==> config.mk <==
export PLATFORM = sky130hd
export DESIGN_NAME = multicycle_sequencer
export DESIGN_NICKNAME = d
export VERILOG_FILES = /design/src/rtl/multicycle_sequencer.sv
export SDC_FILE = /design/constraint.sdc
export NUM_CORES = 1
export LEC_CHECK = 0
export ABC_AREA = 1
export BUFFER_PORTS_ARGS = -buffer_cell sky130_fd_sc_hd__buf_2
export CORE_MARGIN = 3
export CORE_UTILIZATION = 44
export DETAILED_ROUTE_END_ITERATION = 10
export GPL_TIMING_DRIVEN = 0
export PLACE_DENSITY = 0.77
export SYNTH_ARGS = -nofsm -noshare
export SYNTH_HDL_FRONTEND = slang
export SYNTH_SLANG_ARGS = --single-unit
==> constraint.sdc <==
create_clock -name clk -period 1.7 [get_ports clk]
set_clock_uncertainty 0.1 [all_clocks]
set_input_delay 0.085 -clock clk [delete_from_list [all_inputs] [get_ports clk]]
set_output_delay 0.085 -clock clk [all_outputs]
set_load 0.02 [all_outputs]
==> src/rtl/multicycle_sequencer.sv <==
// Multi-cycle FETCH/DECODE/EXECUTE/MEM/WRITEBACK control sequencer.
// Ports: clk, rst (async high); opcode and cu_* decode in; mem_ready, stall
// handshakes in; imem/dmem request, ir_load, pc_write, rf_write_en strobes,
// state, sticky illegal/timeout traps, retired pulse and instret_count out.
module multicycle_sequencer #(
    parameter int MEM_TIMEOUT = 16,
    parameter int CNT_W       = 32
) (
    input  logic             clk,
    input  logic             rst,
    input  logic [6:0]       opcode,
    input  logic             cu_reg_write,
    input  logic             cu_mem_read,
    input  logic             cu_mem_write,
    input  logic             mem_ready,
    input  logic             stall,
    output logic             imem_req,
    output logic             dmem_req,
    output logic             dmem_we,
    output logic             ir_load,
    output logic             pc_write,
    output logic             rf_write_en,
    output logic [2:0]       state,
    output logic             illegal,
    output logic             timeout,
    output logic             retired,
    output logic [CNT_W-1:0] instret_count
);

    localparam int WCW = $clog2(MEM_TIMEOUT);
    localparam logic [WCW-1:0] WAIT_MAX = WCW'(MEM_TIMEOUT - 1);

    typedef enum logic [2:0] {
        FETCH     = 3'd0,
        DECODE    = 3'd1,
        EXECUTE   = 3'd2,
        MEM       = 3'd3,
        WRITEBACK = 3'd4,
        TRAP      = 3'd7
    } state_t;

    state_t           state_q;
    state_t           state_d;
    logic [WCW-1:0]   wait_cnt;
    logic             wait_clr;
    logic             wait_inc;
    logic             set_illegal;
    logic             set_timeout;
    logic             imem_c;
    logic             dmem_c;
    logic             we_c;
    logic             ir_c;
    logic             pcw_c;
    logic             rfw_c;
    logic             ret_c;
    logic             illegal_q;
    logic             timeout_q;
    logic [CNT_W-1:0] cnt_q;

    function automatic logic is_legal(input logic [6:0] op);
        case (op)
            7'b0110011, 7'b0010011, 7'b0000011,
            7'b0100011, 7'b1100011, 7'b1101111,
            7'b1100111, 7'b0110111, 7'b0010111: is_legal = 1'b1;
            default:                            is_legal = 1'b0;
        endcase
    endfunction

    always_ff @(posedge clk or posedge rst) begin
        if (rst) begin
            state_q   <= FETCH;
            wait_cnt  <= '0;
            illegal_q <= 1'b0;
            timeout_q <= 1'b0;
            cnt_q     <= '0;
        end else begin
            state_q   <= state_d;
            illegal_q <= illegal_q | set_illegal;
            timeout_q <= timeout_q | set_timeout;
            if (wait_clr)
                wait_cnt <= '0;
            else if (wait_inc)
                wait_cnt <= wait_cnt + WCW'(1);
            if (ret_c)
                cnt_q <= cnt_q + CNT_W'(1);
        end
    end

    always_comb begin
        state_d     = state_q;
        wait_clr    = 1'b0;
        wait_inc    = 1'b0;
        set_illegal = 1'b0;
        set_timeout = 1'b0;
        imem_c      = 1'b0;
        dmem_c      = 1'b0;
        we_c        = 1'b0;
        ir_c        = 1'b0;
        pcw_c       = 1'b0;
        rfw_c       = 1'b0;
        ret_c       = 1'b0;
        unique case (state_q)
            FETCH: begin
                imem_c = 1'b1;
                // A late acknowledge on the last allowed cycle still wins.
                if (mem_ready) begin
                    ir_c    = 1'b1;
                    state_d = DECODE;
                end else if (wait_cnt == WAIT_MAX) begin
                    set_timeout = 1'b1;
                    state_d     = TRAP;
                end else begin
                    wait_inc = 1'b1;
                end
            end
            DECODE: begin
                if (is_legal(opcode)) begin
                    state_d = EXECUTE;
                end else begin
                    set_illegal = 1'b1;
                    state_d     = TRAP;
                end
            end
            EXECUTE: begin
                if (!stall) begin
                    if (cu_mem_read || cu_mem_write) begin
                        wait_clr = 1'b1;
                        state_d  = MEM;
                    end else begin
                        state_d = WRITEBACK;
                    end
                end
            end
            MEM: begin
                dmem_c = 1'b1;
                we_c   = cu_mem_write;
                if (mem_ready) begin
                    // Stores have nothing to write back and retire here.
                    if (cu_mem_write) begin
                        pcw_c    = 1'b1;
                        ret_c    = 1'b1;
                        wait_clr = 1'b1;
                        state_d  = FETCH;
                    end else begin
                        state_d = WRITEBACK;
                    end
                end else if (wait_cnt == WAIT_MAX) begin
                    set_timeout = 1'b1;
                    state_d     = TRAP;
                end else begin
                    wait_inc = 1'b1;
                end
            end
            WRITEBACK: begin
                if (!stall) begin
                    rfw_c    = cu_reg_write;
                    pcw_c    = 1'b1;
                    ret_c    = 1'b1;
                    wait_clr = 1'b1;
                    state_d  = FETCH;
                end
            end
            TRAP: begin
                state_d = TRAP;
            end
            default: begin
                state_d = TRAP;
            end
        endcase
    end

    // Strobes must be quiet while reset is held, even though state is FETCH.
    assign imem_req      = imem_c & ~rst;
    assign dmem_req      = dmem_c & ~rst;
    assign dmem_we       = we_c & ~rst;
    assign ir_load       = ir_c & ~rst;
    assign pc_write      = pcw_c & ~rst;
    assign rf_write_en   = rfw_c & ~rst;
    assign retired       = ret_c & ~rst;
    assign state         = state_q;
    assign illegal       = illegal_q;
    assign timeout       = timeout_q;
    assign instret_count = cnt_q;

endmodule

==> metrics.txt <==
# TYPE chip_impl_metric gauge
chip_impl_metric{name="synth-seq-area-share",unit="%"} 39.9
chip_impl_metric{name="syn_area",unit="µm²"} 2570
chip_impl_metric{name="ios",unit=""} 58
chip_impl_metric{name="grt_pass1_wl",unit="mm"} 10.8
chip_impl_metric{name="post-layout-total-power",unit="W"} 0.00349
chip_impl_metric{name="drt_iter0_markers",unit=""} 124
chip_impl_metric{name="die_w",unit="µm"} 82.4
chip_impl_info{name="grt_setup_unrepaired",value="true"} 1
chip_impl_metric{name="cap_viol_max_count",unit=""} 0
chip_impl_metric{name="wl_per_cell",unit="µm"} 12.5
chip_impl_info{name="synth-main-ff-cell",value="sky130_fd_sc_hd__dfrtp_1"} 1
chip_impl_metric{name="cells_after_synth",unit=""} 372
chip_impl_metric{name="cts.hold.buffers_added",unit=""} 1
chip_impl_metric{name="ir_drop",unit="mV"} 0.861
chip_impl_metric{name="placeableCoreArea",unit="µm²"} 5570
chip_impl_info{name="yosys-top-cells-area",value="sky130_fd_sc_hd__dfrtp_1 (40%), sky130_fd_sc_hd__nand2_1 (20%), sky130_fd_sc_hd__nor2_1 (9.3%)"} 1
chip_impl_metric{name="worstPathArrival",unit="ns"} 1.55
chip_impl_metric{name="area_delta_synth_final",unit="%"} 28.6
chip_impl_metric{name="clock-sinks",unit=""} 41
chip_impl_metric{name="timing.hold.ws",unit="ns"} -0.203
chip_impl_metric{name="finalHoldViolations",unit=""} 41
chip_impl_metric{name="viasPerCell",unit=""} 4.93
chip_impl_info{name="synth.largest_area_cell",value="sky130_fd_sc_hd__dfrtp_1"} 1
chip_impl_metric{name="synth_top_area_share",unit="%"} 39.9
chip_impl_metric{name="worstPathMaxFanout",unit=""} 4
chip_impl_metric{name="total_wire_length",unit="mm"} 6.56
chip_impl_info{name="most_frequent_cells_after_synthesis",value="sky130_fd_sc_hd__nand2_1 (134), sky130_fd_sc_hd__nor2_1 (64), sky130_fd_sc_hd__dfrtp_1 (41)"} 1
chip_impl_metric{name="number_of_buffers_created_by_cts",unit=""} 5
chip_impl_metric{name="maximum_level_of_the_cts_h_tree",unit=""} 2
chip_impl_info{name="synth.most_common_cell",value="sky130_fd_sc_hd__nand2_1"} 1
chip_impl_metric{name="grt_pass1_vias",unit=""} 2452
chip_impl_info{name="hp-class",value="input port to async pin"} 1
chip_impl_metric{name="grt_antenna_before_repair",unit=""} 0
chip_impl_metric{name="finalSetupViolCount",unit=""} 1
chip_impl_metric{name="syn-mean-instance-area",unit="µm²"} 6.91
chip_impl_metric{name="design.die.area",unit="µm²"} 6800
chip_impl_metric{name="pwr_density_cell",unit="nW/µm²"} 1060
chip_impl_metric{name="clkTransAtPathRegs",unit="ns"} 0.08
chip_impl_metric{name="placement_rows",unit=""} 27
chip_impl_metric{name="total_leakage_power",unit="nW"} 1.73
chip_impl_metric{name="preCtsSetupSlack",unit="ns"} -0.0505
chip_impl_metric{name="synth_edf_count",unit=""} 0
chip_impl_metric{name="setup_ws",unit="ns"} -0.0322
chip_impl_info{name="critical_path.endpoint_type",value="primary output"} 1
chip_impl_info{name="failing_checks",value="negative hold slack, negative setup slack"} 1
chip_impl_metric{name="post-route-drc-count",unit=""} 0
chip_impl_metric{name="clock_latency",unit="ns"} 0.29
chip_impl_metric{name="post_route_cells_drive_above_1_share",unit="%"} 27.0
chip_impl_metric{name="tightest_slew",unit="ns"} 0.537
chip_impl_metric{name="drt_pre_antenna_iters",unit=""} 4
chip_impl_metric{name="die_y",unit="µm"} 82.4
chip_impl_metric{name="async_flop_share",unit="%"} 100
chip_impl_metric{name="fmax",unit="MHz"} 577
chip_impl_metric{name="timing.critical_path.required",unit="ns"} 1.51
chip_impl_info{name="root_buffer",value="sky130_fd_sc_hd__clkbuf_8"} 1
chip_impl_metric{name="route.vias.total",unit=""} 2584
chip_impl_metric{name="slew_margin_rel",unit="%"} 64.2
chip_impl_info{name="startpoint_class_of_the_critical_path",value="flip-flop"} 1
chip_impl_metric{name="gr-total-overflow",unit=""} 0
chip_impl_metric{name="post_synth_num_cell_types",unit=""} 26
chip_impl_metric{name="detailed_place_hpwl",unit="mm"} 4.82
chip_impl_metric{name="grt_start_max_net_pins",unit=""} 43
chip_impl_metric{name="synth_nets",unit=""} 388
chip_impl_info{name="critPathKind",value="flip-flop to primary output"} 1
chip_impl_metric{name="warnings_synthesis",unit=""} 0
chip_impl_metric{name="ant_nets",unit=""} 0
chip_impl_info{name="tritoncts",value="built"} 1
chip_impl_metric{name="portBuffers",unit=""} 57
chip_impl_metric{name="gp_routability_congestion",unit=""} 0.901
chip_impl_metric{name="final-max-slew-violation-count",unit=""} 0
chip_impl_metric{name="clk_path_buf_depth",unit=""} 2
chip_impl_metric{name="nFillCells",unit=""} 553
chip_impl_metric{name="fin_nets",unit=""} 467
chip_impl_metric{name="synth-seq-cells",unit=""} 41
chip_impl_metric{name="initial_core_utilization",unit="%"} 46.1
chip_impl_metric{name="final_min_period_over_clock_period",unit="%"} 102
chip_impl_info{name="outcome",value="finished with violations"} 1
chip_impl_metric{name="post-route-min-period",unit="ns"} 1.73
chip_impl_metric{name="grtUsageTotal",unit="%"} 20.3
chip_impl_metric{name="antenna_cells_inserted",unit=""} 0
-- where the power goes --
part	internal (W)	switching, W	leakage (nW)
Combinational	0.000571	0.000825	1.14
Clock	0.000479	0.000356	0.0585
Sequential	0.00110	0.000158	0.533
Total	0.00215	0.00134	1.73
-- cell families after synthesis --
family	Yosys count	synth area share, %
simple gates	255	42.8
buf+inv	45	7.49
flops	41	39.9
xor+xnor	20	6.81
compound gates	9	1.99
fa+ha+maj	2	0.973
-- per-layer routing --
metal,vias to the layer above,share of wire [%],GRT usage [%]
met2,54,50,36.7
met4,0,0.93,5.32
met5,-,0,0
li1,1304,-,-
met3,5,4.8,4.12
met1,1221,44,24.3
-- cell usage in the layout (no fill, tap or decap), types with 2 or more instances in the layout --
master	count
sky130_fd_sc_hd__nand3b_1	7
sky130_fd_sc_hd__clkbuf_8	6
sky130_fd_sc_hd__nor3_1	2
sky130_fd_sc_hd__inv_1	37
sky130_fd_sc_hd__xnor2_1	4
sky130_fd_sc_hd__dfrtp_2	4
sky130_fd_sc_hd__nor2_4	8
sky130_fd_sc_hd__buf_6	5
sky130_fd_sc_hd__nand2_1	131
sky130_fd_sc_hd__nand3_1	25
sky130_fd_sc_hd__o21ai_0	5
sky130_fd_sc_hd__dfrtp_1	37
sky130_fd_sc_hd__buf_4	14
sky130_fd_sc_hd__nor2_2	10
sky130_fd_sc_hd__nand2_4	3
sky130_fd_sc_hd__xor2_1	16
sky130_fd_sc_hd__nor2_1	53
sky130_fd_sc_hd__nand2_2	6
sky130_fd_sc_hd__inv_4	2
sky130_fd_sc_hd__nand4_1	6
sky130_fd_sc_hd__buf_2	56
-- state kept, by name, indices dropped and copies added (netlist names) --
name	cells
instret_count	32
wait_cnt	4
state	3
illegal	1
timeout	1
-- per-stage QoR --
step                TNS, ns  hold slack (ns)  std cells  cell area (µm²)  util [%]
CTS                 -0.0243          -0.0270        521             3200      57.4
floorplan                 0            0.121        372             2570         -
finish              -0.0322           -0.203        524             3310      59.3
global placement      -4.31            0.262        501             2950      52.9
detailed placement   -0.149            0.274        501             2950      52.9
global route         -0.279           -0.136        524             3310      59.3
-- critical path: stages (launching register included) --
cell	delay, ns
sky130_fd_sc_hd__dfrtp_2	0.46
sky130_fd_sc_hd__nor2_4	0.14
sky130_fd_sc_hd__nand3_2	0.10
sky130_fd_sc_hd__nand2_4	0.10
sky130_fd_sc_hd__inv_4	0.04
sky130_fd_sc_hd__buf_8	0.11
sky130_fd_sc_hd__nor2_4	0.10
sky130_fd_sc_hd__buf_6	0.10
sky130_fd_sc_hd__buf_6	0.10
-- cell type report --
class,instances,area (µm²),area share (%)
Buffer,4,45.0,1.36
Clock buffer,7,86.3,2.61
Clock inverter,1,30.0,0.908
Inverter,40,155,4.69
Multi-Input combinational cell,286,1450,43.8
Sequential cell,41,1030,31.2
Tap cell,72,90.1,2.72
Timing Repair Buffer,73,422,12.8
-- timing repair --
action / 4_1_cts / 5_1_grt
pin swaps: 4 / 11
endpoints found under the setup margin: 8 / 21
hold endpoints to repair: 42 / 41
buffers inserted: 11 / 4
resized for setup: 12 / 27
-- worst paths after layout --
check	startpoint	cells after the start	to	slack [ns]
worst max-delay path	state[0]	8	retired	-0.03
worst min-delay path	rst	2	timeout	-0.20
worst max register to register	instret_count[1]	10	instret_count[22]	0.06
worst min register to register	illegal	2	illegal	0.36
max in group asynchronous	rst	2	instret_count[2]	1.30
min in group clk	opcode[6]	5	illegal	0.08
No activity file was read; power rests on OpenSTA's default activity.
